## config.mk

```make
export PLATFORM = sky130hd
export DESIGN_NAME = threshold_bank
export DESIGN_NICKNAME = d
export VERILOG_FILES = /design/src/rtl/threshold_bank.sv
export SDC_FILE = /design/constraint.sdc
export NUM_CORES = 1
export LEC_CHECK = 0
export ABC_CLOCK_PERIOD_IN_PS = 8400
export CAP_MARGIN = 15
export CELL_PAD_IN_SITES_DETAIL_PLACEMENT = 1
export CELL_PAD_IN_SITES_GLOBAL_PLACEMENT = 1
export CORE_MARGIN = 1
export CORE_UTILIZATION = 25
export CTS_BUF_LIST = sky130_fd_sc_hd__clkbuf_8 sky130_fd_sc_hd__clkbuf_16
export DETAILED_ROUTE_END_ITERATION = 12
export HOLD_SLACK_MARGIN = 0.12
export PLACE_DENSITY_LB_ADDON = 0.1
export SLEW_MARGIN = 25
export SYNTH_ARGS = -nofsm -noshare
export SYNTH_HDL_FRONTEND = slang
export SYNTH_SLANG_ARGS = --single-unit
export TNS_END_PERCENT = 50
```

## constraint.sdc

```tcl
create_clock -name clk -period 8.4 [get_ports clk]
set_input_delay 0.84 -clock clk [delete_from_list [all_inputs] [get_ports clk]]
set_output_delay 0.84 -clock clk [all_outputs]
set_load 0.01 [all_outputs]
```

## src/rtl/threshold_bank.sv

```systemverilog
// threshold_bank: bank of user-adjustable thresholds for the lighting pipeline.
// Up/down buttons step the one-hot selected channel once per tick. The step is
// slow at first and switches to fast after a steady hold. Values saturate at
// MIN_VALUE/MAX_VALUE, and a clear pulse resets the selected channel.
// Ports:
//   clk, rst    - clock, asynchronous active-high reset
//   up, down    - level buttons (synchronous, debounced upstream)
//   sel         - one-hot channel select
//   clear       - pulse, sets the selected channel to MIN_VALUE
//   thresholds  - flat bus, channel i at [i*VALUE_WIDTH +: VALUE_WIDTH]
//   changed     - one-cycle pulse after any threshold value changed
//   fast        - high while the accelerated step is in effect
module threshold_bank #(
  parameter int unsigned NUM_CHANNELS = 3,
  parameter int unsigned VALUE_WIDTH  = 10,
  parameter int unsigned MIN_VALUE    = 0,
  parameter int unsigned MAX_VALUE    = 359,
  parameter int unsigned TICK_PERIOD  = 3062500,
  parameter int unsigned STEP_SLOW    = 1,
  parameter int unsigned STEP_FAST    = 4,
  parameter int unsigned HOLD_TICKS   = 8
) (
  input  logic                                clk,
  input  logic                                rst,
  input  logic                                up,
  input  logic                                down,
  input  logic [NUM_CHANNELS-1:0]             sel,
  input  logic                                clear,
  output logic [NUM_CHANNELS*VALUE_WIDTH-1:0] thresholds,
  output logic                                changed,
  output logic                                fast
);

  localparam int unsigned CNT_W   = (TICK_PERIOD > 1) ? $clog2(TICK_PERIOD) : 1;
  localparam int unsigned HOLD_W  = $clog2(HOLD_TICKS + 1);
  localparam int unsigned ARITH_W = VALUE_WIDTH + 1;

  localparam logic [1:0] DIR_NONE = 2'd0;
  localparam logic [1:0] DIR_INC  = 2'd1;
  localparam logic [1:0] DIR_DEC  = 2'd2;

  logic [CNT_W-1:0]        cnt_q;
  logic                    tick;
  logic [1:0]              dir;
  logic [1:0]              dir_q;
  logic [NUM_CHANNELS-1:0] sel_q;
  logic                    sel_valid;
  logic                    hold_clr;
  logic [HOLD_W-1:0]       hold_q;
  logic [HOLD_W-1:0]       hold_eff;
  logic [HOLD_W-1:0]       hold_next;
  logic [ARITH_W-1:0]      step;
  logic [VALUE_WIDTH-1:0]  old_val;
  logic [VALUE_WIDTH-1:0]  new_val;
  logic [ARITH_W-1:0]      sum;
  logic signed [ARITH_W-1:0] diff;
  logic                    any_diff;
  logic [VALUE_WIDTH-1:0]  thr_q    [NUM_CHANNELS];
  logic [VALUE_WIDTH-1:0]  thr_next [NUM_CHANNELS];

  // Free-running tick counter, independent of buttons, sel and clear
  always_ff @(posedge clk or posedge rst) begin
    if (rst) begin
      cnt_q <= '0;
    end else if (tick) begin
      cnt_q <= '0;
    end else begin
      cnt_q <= cnt_q + CNT_W'(1);
    end
  end

  assign tick = (cnt_q == CNT_W'(TICK_PERIOD - 1));

  // Button decode: both or neither pressed means no direction
  always_comb begin
    dir = DIR_NONE;
    if (up && !down) begin
      dir = DIR_INC;
    end else if (down && !up) begin
      dir = DIR_DEC;
    end
  end

  assign sel_valid = (sel != '0) && ((sel & (sel - NUM_CHANNELS'(1))) == '0);

  // Any break in a steady hold restarts acceleration, including on the tick itself
  assign hold_clr = (dir == DIR_NONE) || (dir != dir_q) || (sel != sel_q) ||
                    !sel_valid || clear;
  assign hold_eff = hold_clr ? '0 : hold_q;
  assign step     = (hold_eff == HOLD_W'(HOLD_TICKS)) ? ARITH_W'(STEP_FAST)
                                                      : ARITH_W'(STEP_SLOW);

  always_comb begin
    hold_next = hold_eff;
    if (tick && !hold_clr && (hold_q != HOLD_W'(HOLD_TICKS))) begin
      hold_next = hold_q + HOLD_W'(1);
    end
  end

  // Selected channel's current value (only meaningful when sel is one-hot)
  always_comb begin
    old_val = '0;
    for (int i = 0; i < NUM_CHANNELS; i++) begin
      if (sel[i]) begin
        old_val = thr_q[i];
      end
    end
  end

  // One extra bit of headroom so neither direction can wrap before clamping
  assign sum  = {1'b0, old_val} + step;
  assign diff = $signed({1'b0, old_val}) - $signed(step);

  always_comb begin
    new_val = old_val;
    if (dir == DIR_INC) begin
      new_val = (sum > ARITH_W'(MAX_VALUE)) ? VALUE_WIDTH'(MAX_VALUE)
                                            : sum[VALUE_WIDTH-1:0];
    end else if (dir == DIR_DEC) begin
      new_val = (diff < $signed(ARITH_W'(MIN_VALUE))) ? VALUE_WIDTH'(MIN_VALUE)
                                                      : diff[VALUE_WIDTH-1:0];
    end
  end

  // Per-channel next value; clear wins over a coincident tick update
  always_comb begin
    any_diff = 1'b0;
    for (int i = 0; i < NUM_CHANNELS; i++) begin
      thr_next[i] = thr_q[i];
      if (sel_valid && sel[i]) begin
        if (clear) begin
          thr_next[i] = VALUE_WIDTH'(MIN_VALUE);
        end else if (tick) begin
          thr_next[i] = new_val;
        end
      end
      if (thr_next[i] != thr_q[i]) begin
        any_diff = 1'b1;
      end
    end
  end

  // State and registered outputs
  always_ff @(posedge clk or posedge rst) begin
    if (rst) begin
      for (int i = 0; i < NUM_CHANNELS; i++) begin
        thr_q[i] <= VALUE_WIDTH'(MIN_VALUE);
      end
      hold_q  <= '0;
      dir_q   <= DIR_NONE;
      sel_q   <= '0;
      changed <= 1'b0;
      fast    <= 1'b0;
    end else begin
      for (int i = 0; i < NUM_CHANNELS; i++) begin
        thr_q[i] <= thr_next[i];
      end
      hold_q  <= hold_next;
      dir_q   <= dir;
      sel_q   <= sel;
      changed <= any_diff;
      fast    <= (hold_next == HOLD_W'(HOLD_TICKS));
    end
  end

  for (genvar g = 0; g < NUM_CHANNELS; g++) begin : g_out
    assign thresholds[g*VALUE_WIDTH +: VALUE_WIDTH] = thr_q[g];
  end

endmodule

```

==> impl_metrics.toml, run 1 <==
[run_status]
status = "finished, final reports clean"

[logic_synthesis]
yosysTopAreaCell = "dfrtp_1"
synth_fa_ha_area_frac = 0.0297
yosysMostFrequentCell = "dfrtp_1"
synth.top_cells.by_count = "63 x dfrtp_1, 57 x nand2_1, 54 x nor2_1"
synth-simple-area-share = 0.268
synth_top_area_share = 0.311
async_flop_share = 1.00
synth_top_family_by_area = "simple AND/OR/NAND/NOR gates"
synth_xor_area_frac = 0.0588
syn_nets = 615
synth_compound_area_frac = 0.263
muxShareOfSynthArea = 0.0161
yosysSeqAreaShare = 0.311
yosys_warnings = 0
ys_top_cells_by_area = "dfrtp_1 31%, a21oi_1 4.3%, nand2_1 4.2%, nor2_1 4.0%, xor2_1 3.1%"
synth_edf_count = 0
yosysUniqueCellTypes = 87
synth_area_per_cell_sq_um = 8.51
synthCells = 595
netlist_area_sq_um = 5060
synth_ff_type = "dfrtp_1"
yosys_register_bits = 63

[die]
core_sq_um = 19700
start_util = 0.258
die_h_microns = 144
die_w_microns = 144
std_cell_rows = 51
io_pins = 40
die_area_sq_um = 20800

[clock_tree]
clkTransAtPathRegs_ps = 50
cts-root-buf = "clkbuf_16"
clockBufferDepth = 2
clock_latency_ps = 340
ctsResizeCount = 0
cts-htree-levels = 3
post_cts_buffers = 0
numCtsBuffers = 9
holdBufCountCts = 0
cts_sinks = 63
cts_tree = "built"

[detailed_routing]
drtIter0Drc = 466
ant_nets = 0
routed_wl_microns = 21200
vias = 5030
wl_per_cell_microns = 23.8
vias_per_cell = 5.66
first_pass_iters = 5
drc_errors = 0

[critical_path]
crit_type = "input pin to flop"
worst_setup_path_end_kind = "flop"
cp-start-kind = "input pin"
required_ps = 8620
critPathMaxFanout = 17
arrival_ps = 6590

[power]
powerDensity_nw_per_um2 = 147
internal-power_uw = 614
power_leakage_uw = 0.00226
seq_power_share = 0.378
switching_share = 0.297
vdd_drop_max_mv = 0.0640
p_comb_frac = 0.190
p_clk_frac = 0.431
report.power.total_uw = 873
p_switching_uw = 259

[timing]
setup_violations = 0
max_freq_mhz = 157
setup_tns_ps = 0
slew_violations = 0
rsz0062_at_grt = "no"
final.setup_skew_ps = 9.26
min_period_ps = 6370
final-hold-violation-count = 0
maxSlewHeadroom = 0.284
tightest_slew_ps = 1070
period_share = 0.759

[grt]
grt_max_degree = 64
grt_pass1_vias = 5142
grt_usage = 0.214
gr-total-overflow = 0
antenna_found_initial = 0
grt_first_pass_wirelength_microns = 32400

[finish]
fillers = 2350
fin_nets = 641
antenna_cells = 0
area.growth.synth_to_final_pct = 17.6
drive_gt1_frac = 0.101
fin_util = 0.303

[flow_run]
max_cap_viol_count = 0

[place]
routabilityCongestion = 0.900
dp_hpwl_microns = 15200
portBuffers = 39

[min_path]
hp-class = "flop to flop"
==> layout by cell type, fill, tap and decap left out, drive strengths merged, types with 6 or more instances in the layout <==
cell type,instances
a21o,8
ha,12
xnor2,16
o21ai,31
xor2,18
clkdlybuf4s50,39
nand3,20
o211ai,8
buf,10
o22ai,11
or3,8
a211oi,6
nand4,15
dfrtp,63
nand3b,11
a21oi,45
nor2,56
clkbuf,11
mux2i,7
nor4,9
a22oi,7
and2,15
or4,7
inv,18
o22a,13
nand2,57
nor3,17
==> worst max-delay path: stages <==
cell	delay, ps
clkdlybuf4s50_1	740
nor2_1	270
and2_1	710
o311ai_0	440
nor4_1	450
inv_1	150
ha_1	240
ha_1	210
a21o_2	250
or3_1	320
a2111o_1	390
and2_4	180
o211ai_1	560
o211a_1	270
o2111ai_1	180
nor4_2	300
nand2_1	70
==> metal layers <==
layer	vias to the layer above	track usage	routed length [microns]
met5	-	0	0
met4	0	0.0975	635
met3	44	0.0364	1150
met2	159	0.309	9050
met1	2552	0.306	10300
li1	2275	-	-
==> worst paths after layout <==
check	from	to	slack, ps	cells past startpoint
max in group asynchronous	rst	thresholds[4]	6760	3
worst max register to register	sel_q[0]	changed	3560	16
worst min-delay path	cnt_q[10]	cnt_q[10]	520	1
worst min register to register	cnt_q[10]	cnt_q[10]	520	1
min in group asynchronous	rst	cnt_q[4]	1070	3
worst max-delay path	sel[0]	changed	2030	17
==> kinds of logic (layout without fill, tap and decap cells) <==
| group | Yosys count | in the layout |
|---|---|---|
| simple gates | 247 | 247 |
| compound gates | 179 | 179 |
| flops | 63 | 63 |
| buf+inv | 52 | 81 |
| xor+xnor | 34 | 34 |
| fa+ha+maj | 12 | 12 |
| mux | 8 | 8 |
==> registers in the layout, indices dropped and copies added, names as in the netlist <==
register    cells
fast            1
cnt_q          22
hold_q          4
thresholds     30
dir_q           2
sel_q           3
changed         1
==> metrics by stage <==
| step | cell area, sq um | instances | worst slack [ps] | hold slack, ps |
|---|---|---|---|---|
| after global routing | 5960 | 889 | 1560 | 542 |
| after global placement | 5660 | 875 | 1780 | 512 |
| after detailed placement | 5660 | 875 | 1700 | 512 |
| after floorplan | 5060 | 595 | 3060 | 474 |
| after CTS | 5960 | 889 | 2060 | 525 |
| final | 5960 | 889 | 2030 | 520 |
==> power groups by stage <==
stage	Combinational, uW	Clock, uW	Sequential (uW)
6_report	166	377	330
5_1_grt	178	399	332
4_1_cts	164	388	330
3_5_place_dp	163	0	335
3_3_place_gp	163	0	335
2_1_floorplan	98.8	0	331
==> final cells by class <==
cell class | instances | area [sq um] | share of cell area
Clock buffer | 11 | 253 | 0.0424
Clock inverter | 3 | 43.8 | 0.00735
Tap cell | 265 | 332 | 0.0557
Multi-Input combinational cell | 480 | 3220 | 0.540
Sequential cell | 63 | 1580 | 0.265
Inverter | 18 | 67.6 | 0.0113
Timing Repair Buffer | 49 | 465 | 0.0781
No activity file was read; power rests on OpenSTA's default activity.
==> inputs of run 2 (changes only) <==
--- a/config.mk
+++ b/config.mk
@@ -5,7 +5,7 @@
 export SDC_FILE = /design/constraint.sdc
 export NUM_CORES = 1
 export LEC_CHECK = 0
-export ABC_CLOCK_PERIOD_IN_PS = 8400
+export ABC_CLOCK_PERIOD_IN_PS = 6600
 export CAP_MARGIN = 15
 export CELL_PAD_IN_SITES_DETAIL_PLACEMENT = 1
 export CELL_PAD_IN_SITES_GLOBAL_PLACEMENT = 1
==> constraint.sdc (replaced) <==
create_clock -name clk -period 6.6 [get_ports clk]
set_input_delay 0.66 -clock clk [delete_from_list [all_inputs] [get_ports clk]]
set_output_delay 0.66 -clock clk [all_outputs]
set_load 0.01 [all_outputs]
==> run 2 against run 1 <==
Net effect:
- global-route usage grew 0.42 points
- register-to-register slack lost 1700 ps
- count of clock-buffer cells in the layout is the same
- critical path type unchanged
- largest cell class unchanged
==> impl_metrics.toml, run 2 (synthesis results as in run 1) <==
[flow_run]
max_cap_viol_count = 0

[finish]
largest_reg_flops = 30
final_common_cell = "dfrtp_1"
drive_gt1_frac = 0.104
final_cell_mix = "63 x dfrtp_1, 57 x nand2_1, 54 x nor2_1"
fin_nets = 645
antenna_cells = 0
area.growth.synth_to_final_pct = 18.0
fin_cells = 892
fin_util = 0.304

[critical_path]
cp-start-kind = "input pin"
required_ps = 6820
crit_type = "input pin to flop"
critPathMaxFanout = 11
arrival_ps = 5680
critPathBufInv = 3
path_cells = "clkdlybuf4s50_1 -> xor2_1 -> nor4_1 -> o311ai_0 -> buf_4 -> nor4_1 -> inv_1 -> ha_1 -> ha_1 -> o21ai_0 -> nor4_2 -> a221oi_1 -> nor2_1 -> nor2_1 -> or3_1 -> nor4bb_1 -> o2111a_1 -> nand2_1"
worst_setup_path_end_kind = "flop"
critPathSlowestCell = "a221oi_1"
critPathMaxStageDelay_ps = 690
path_delay_family = "compound AO/OA/AOI/OAI gates"

[detailed_routing]
wl_per_cell_microns = 23.8
ant_nets = 0
vias_per_cell = 5.68
drtIter0Drc = 370
vias = 5069
routed_wl_microns = 21300
drc_errors = 0
first_pass_iters = 5

[clock_tree]
clkTransAtPathRegs_ps = 50
holdBufCountCts = 0
clock_latency_ps = 340
post_cts_buffers = 0
cts_tree = "built"
cts-htree-levels = 3
numCtsBuffers = 9
cts-root-buf = "clkbuf_16"
ctsResizeCount = 0
cts_sinks = 63
clockBufferDepth = 2

[grt]
grt_first_pass_wirelength_microns = 33200
grt_max_degree = 64
gr-total-overflow = 0
grt_pass1_vias = 5312
grt_usage = 0.218
antenna_found_initial = 0

[timing]
setup_violations = 0
max_freq_mhz = 183
setup_tns_ps = 0
fin_ws_ps = 1140
final.setup_skew_ps = 5.61
slew_violations = 0
final-hold-violation-count = 0
min_period_ps = 5460
tightest_slew_ps = 1020
maxSlewHeadroom = 0.319
rsz0062_at_grt = "no"
period_share = 0.827

[die]
die_area_sq_um = 20800
die_h_microns = 144
core_sq_um = 19700
start_util = 0.258
io_pins = 40
die_w_microns = 144
std_cell_rows = 51

[power]
powerDensity_nw_per_um2 = 186
vdd_drop_max_mv = 0.102
power_leakage_uw = 0.00228

[place]
dp_hpwl_microns = 15300
pre_cts_slack_ps = 817
routabilityCongestion = 0.884
dp.cells = 879
portBuffers = 39

[min_path]
hp-class = "flop to flop"

[run_status]
status = "finished, final reports clean"
[run 2: per-stage QoR]
stage	area, sq um	power [uW]	hold slack [ps]
2_1_floorplan	5060	547	474
3_3_place_gp	5690	634	507
3_5_place_dp	5690	636	511
4_1_cts	5980	1120	521
5_1_grt	5980	1150	544
6_report	5980	1110	517
[run 2: worst paths after layout]
kind | start | end | slack, ps | depth (start not counted)
worst max-delay path | sel[0] | changed | 1140 | 18
worst min-delay path | cnt_q[0] | cnt_q[0] | 520 | 1
worst max register to register | sel_q[0] | changed | 1880 | 17
worst min register to register | cnt_q[0] | cnt_q[0] | 520 | 1
max in group asynchronous | rst | thresholds[21] | 5100 | 3
min in group asynchronous | rst | dir_q[0] | 890 | 3
[run 2: area by class of cell]
type,instances,area (sq um)
Timing Repair Buffer,53,495
Clock inverter,2,33.8
Tap cell,265,332
Clock buffer,11,253
Inverter,18,67.6
Fill cell,2367,13700
Sequential cell,63,1580
Multi-Input combinational cell,480,3220
[run 2: routing by layer]
| metal | share of wire | GRT usage |
|---|---|---|
| met1 | 0.47 | 0.305 |
| met3 | 0.051 | 0.0334 |
| met4 | 0.027 | 0.0792 |
| met5 | 0 | 0 |
| met2 | 0.45 | 0.336 |
[run 2: report_power, final]
part,leakage (uW),internal [uW],switching [uW],total (uW)
registers,0.000788,398,25.4,423
logic,0.00134,75.8,133,208
clock network,0.000145,305,174,480
total,0.00228,779,332,1110
[run 2: worst register-to-register path: cells and delay by family, from the launching register on]
family / cells / cell delay, ps
DFF: 1 / 370
AOI/OAI and AO/OA: 4 / 1650
adders and majority gates: 2 / 460
and+or+nand+nor: 8 / 1640
xor gates and xnor gates: 1 / 140
buffers and inverters: 2 / 340
==> inputs of run 3 (changes only) <==
--- a/config.mk
+++ b/config.mk
@@ -5,7 +5,7 @@
 export SDC_FILE = /design/constraint.sdc
 export NUM_CORES = 1
 export LEC_CHECK = 0
-export ABC_CLOCK_PERIOD_IN_PS = 6600
+export ABC_CLOCK_PERIOD_IN_PS = 5600
 export CAP_MARGIN = 15
 export CELL_PAD_IN_SITES_DETAIL_PLACEMENT = 1
 export CELL_PAD_IN_SITES_GLOBAL_PLACEMENT = 1
==> constraint.sdc (replaced) <==
create_clock -name clk -period 5.6 [get_ports clk]
set_input_delay 0.56 -clock clk [delete_from_list [all_inputs] [get_ports clk]]
set_output_delay 0.56 -clock clk [all_outputs]
set_load 0.01 [all_outputs]
==> run 3 against run 2 <==
Net effect:
- final cell count rose by 1.3%
- count of clock-buffer cells in the layout shrank 1
- clock skew increased by 6.1 ps
- sequential power is 17% higher
- cell area rose by 1.9%
- combinational power increased by 22%
- flip-flop and latch count unchanged
- via count is 0.69% higher
- first-iteration DRC count unchanged
- clock power grew 33%
- core utilization is 0.57 points higher
- register-to-register slack got worse by 780 ps
- critical path type unchanged
==> impl_metrics.toml, run 3 (synthesis results as in run 1) <==
[run_status]
status = "finished, final reports clean"

[finish]
fillers = 2355
final_common_cell = "dfrtp_1"
final_cell_mix = "63 x dfrtp_1, 57 x nand2_1, 54 x nor2_1"
antenna_cells = 0
largest_reg_flops = 30
area.growth.synth_to_final_pct = 20.3
fin_area_sq_um = 6090
drive_gt1_frac = 0.122
fin_nets = 654

[min_path]
hp-class = "flop to flop"
whs_path_depth = 1
hold_start = "cnt_q[0]"
hold_end = "cnt_q[0]"

[grt]
grt_max_degree = 64
grt_first_pass_wirelength_microns = 33700
gr-total-overflow = 0
antenna_found_initial = 1
grt_pass1_vias = 5271
grt_usage = 0.222

[timing]
setup_violations = 0
finalHoldWorstSlack_ps = 528
final-hold-violation-count = 0
maxSlewHeadroom = 0.365
tightest_slew_ps = 952
rsz0062_at_grt = "no"
fin_ws_ps = 477
final.setup_skew_ps = 11.7
min_period_ps = 5120
slew_violations = 0
period_share = 0.915
max_freq_mhz = 195

[clock_tree]
cts_sinks = 63
holdBufCountCts = 0
cts-htree-levels = 3
ctsResizeCount = 0
post_cts_buffers = 0
numCtsBuffers = 9
clkTransAtPathRegs_ps = 60
cts-root-buf = "clkbuf_16"
clock_latency_ps = 340
clockBufferDepth = 2
cts_tree = "built"

[die]
die_h_microns = 144
io_pins = 40
std_cell_rows = 51
start_util = 0.258
die_area_sq_um = 20800
die_w_microns = 144
core_sq_um = 19700

[critical_path]
cp-start-kind = "input pin"
r2r_slack_ps = 1100
r2r_end = "changed"
critPathBufInv = 4
crit_type = "input pin to flop"
arrival_ps = 5350
reg2reg_depth = 17
path_cells = "clkdlybuf4s50_1 -> inv_1 -> ha_1 -> xor2_1 -> nor4_1 -> o311ai_0 -> nor4_1 -> buf_4 -> inv_1 -> ha_1 -> ha_1 -> a21o_2 -> or3_1 -> a2111o_1 -> and2_4 -> a211oi_1 -> o221ai_1 -> a2111o_1 -> nor4_2 -> nand2_1"
crit_top_cell = "ha_1"
path_delay_family = "compound AO/OA/AOI/OAI gates"
required_ps = 5830
r2r-start = "sel_q[0]"
critPathMaxFanout = 8
critPathSlowestCell = "clkdlybuf4s50_1"
critPathMaxStageDelay_ps = 510
worst_setup_path_end_kind = "flop"

[power]
power_leakage_uw = 0.00233
vdd_drop_max_mv = 0.116
powerDensity_nw_per_um2 = 228

[place]
dp_hpwl_microns = 15800
placed_area_sq_um = 5750
routabilityCongestion = 0.937
pre_cts_slack_ps = -42.3
portBuffers = 39

[detailed_routing]
first_pass_iters = 5
drtIter0Drc = 370
ant_nets = 0
routed_wl_microns = 21800
vias_per_cell = 5.65
wl_per_cell_microns = 24.1
vias = 5104
drc_errors = 0

[flow_run]
max_cap_viol_count = 0
run 3: metrics by stage:
stage / util / total power, uW / TNS, ps / std cells
after CTS: 0.309 / 1400 / 0 / 903
after global placement: 0.293 / 754 / 0 / 887
after global routing: 0.310 / 1440 / 0 / 904
after floorplan: - / 645 / 0 / 595
final: 0.310 / 1390 / 0 / 904
after detailed placement: 0.293 / 756 / -42.3 / 887
run 3: worst register-to-register path, stage by stage (launching register included):
cell and delay, ps:
dfrtp_1 370, xor2_1 140, nor4_1 330, o311ai_0 260, nor4_1 230, buf_4 160
inv_1 60, ha_1 220, ha_1 210, a21o_2 250, or3_1 330, a2111o_1 390
and2_4 190, a211oi_1 390, o221ai_1 180, a2111o_1 390, nor4_2 220, nand2_1 70
run 3: how the worst max path moves through the flow:
| stage | cells after the start | slack [ps] | end | start |
|---|---|---|---|---|
| after floorplan | 20 | 540 | changed | sel[1] |
| after global placement | 19 | 130 | changed | down |
| after detailed placement | 19 | -40 | changed | down |
| after CTS | 19 | 320 | changed | down |
| after global routing | 20 | 80 | changed | down |
| final | 20 | 480 | changed | down |
run 3: layout make-up:
class | instances | area [sq um] | area share
Clock buffer | 10 | 239 | 0.0392
Clock inverter | 6 | 92.6 | 0.0152
Inverter | 18 | 67.6 | 0.0111
Multi-Input combinational cell | 480 | 3220 | 0.529
Sequential cell | 63 | 1580 | 0.259
Tap cell | 265 | 332 | 0.0544
Timing Repair Buffer | 62 | 563 | 0.0925
run 3: where the power goes:
| group | total [uW] | internal (uW) | leakage (uW) | switching [uW] |
|---|---|---|---|---|
| clock | 637 | 404 | 0.000155 | 233 |
| sequential | 497 | 468 | 0.000788 | 28.7 |
| combinational | 254 | 93.2 | 0.00139 | 161 |
run 3: metal layers:
metal / routed length [microns] / GRT usage / vias up / part of all wire
met5: 0 / 0 / - / 0
met4: 439 / 0.0720 / 0 / 0.020
met3: 1040 / 0.0315 / 34 / 0.048
met2: 9800 / 0.338 / 162 / 0.45
met1: 10500 / 0.319 / 2606 / 0.48
li1: - / - / 2302 / -
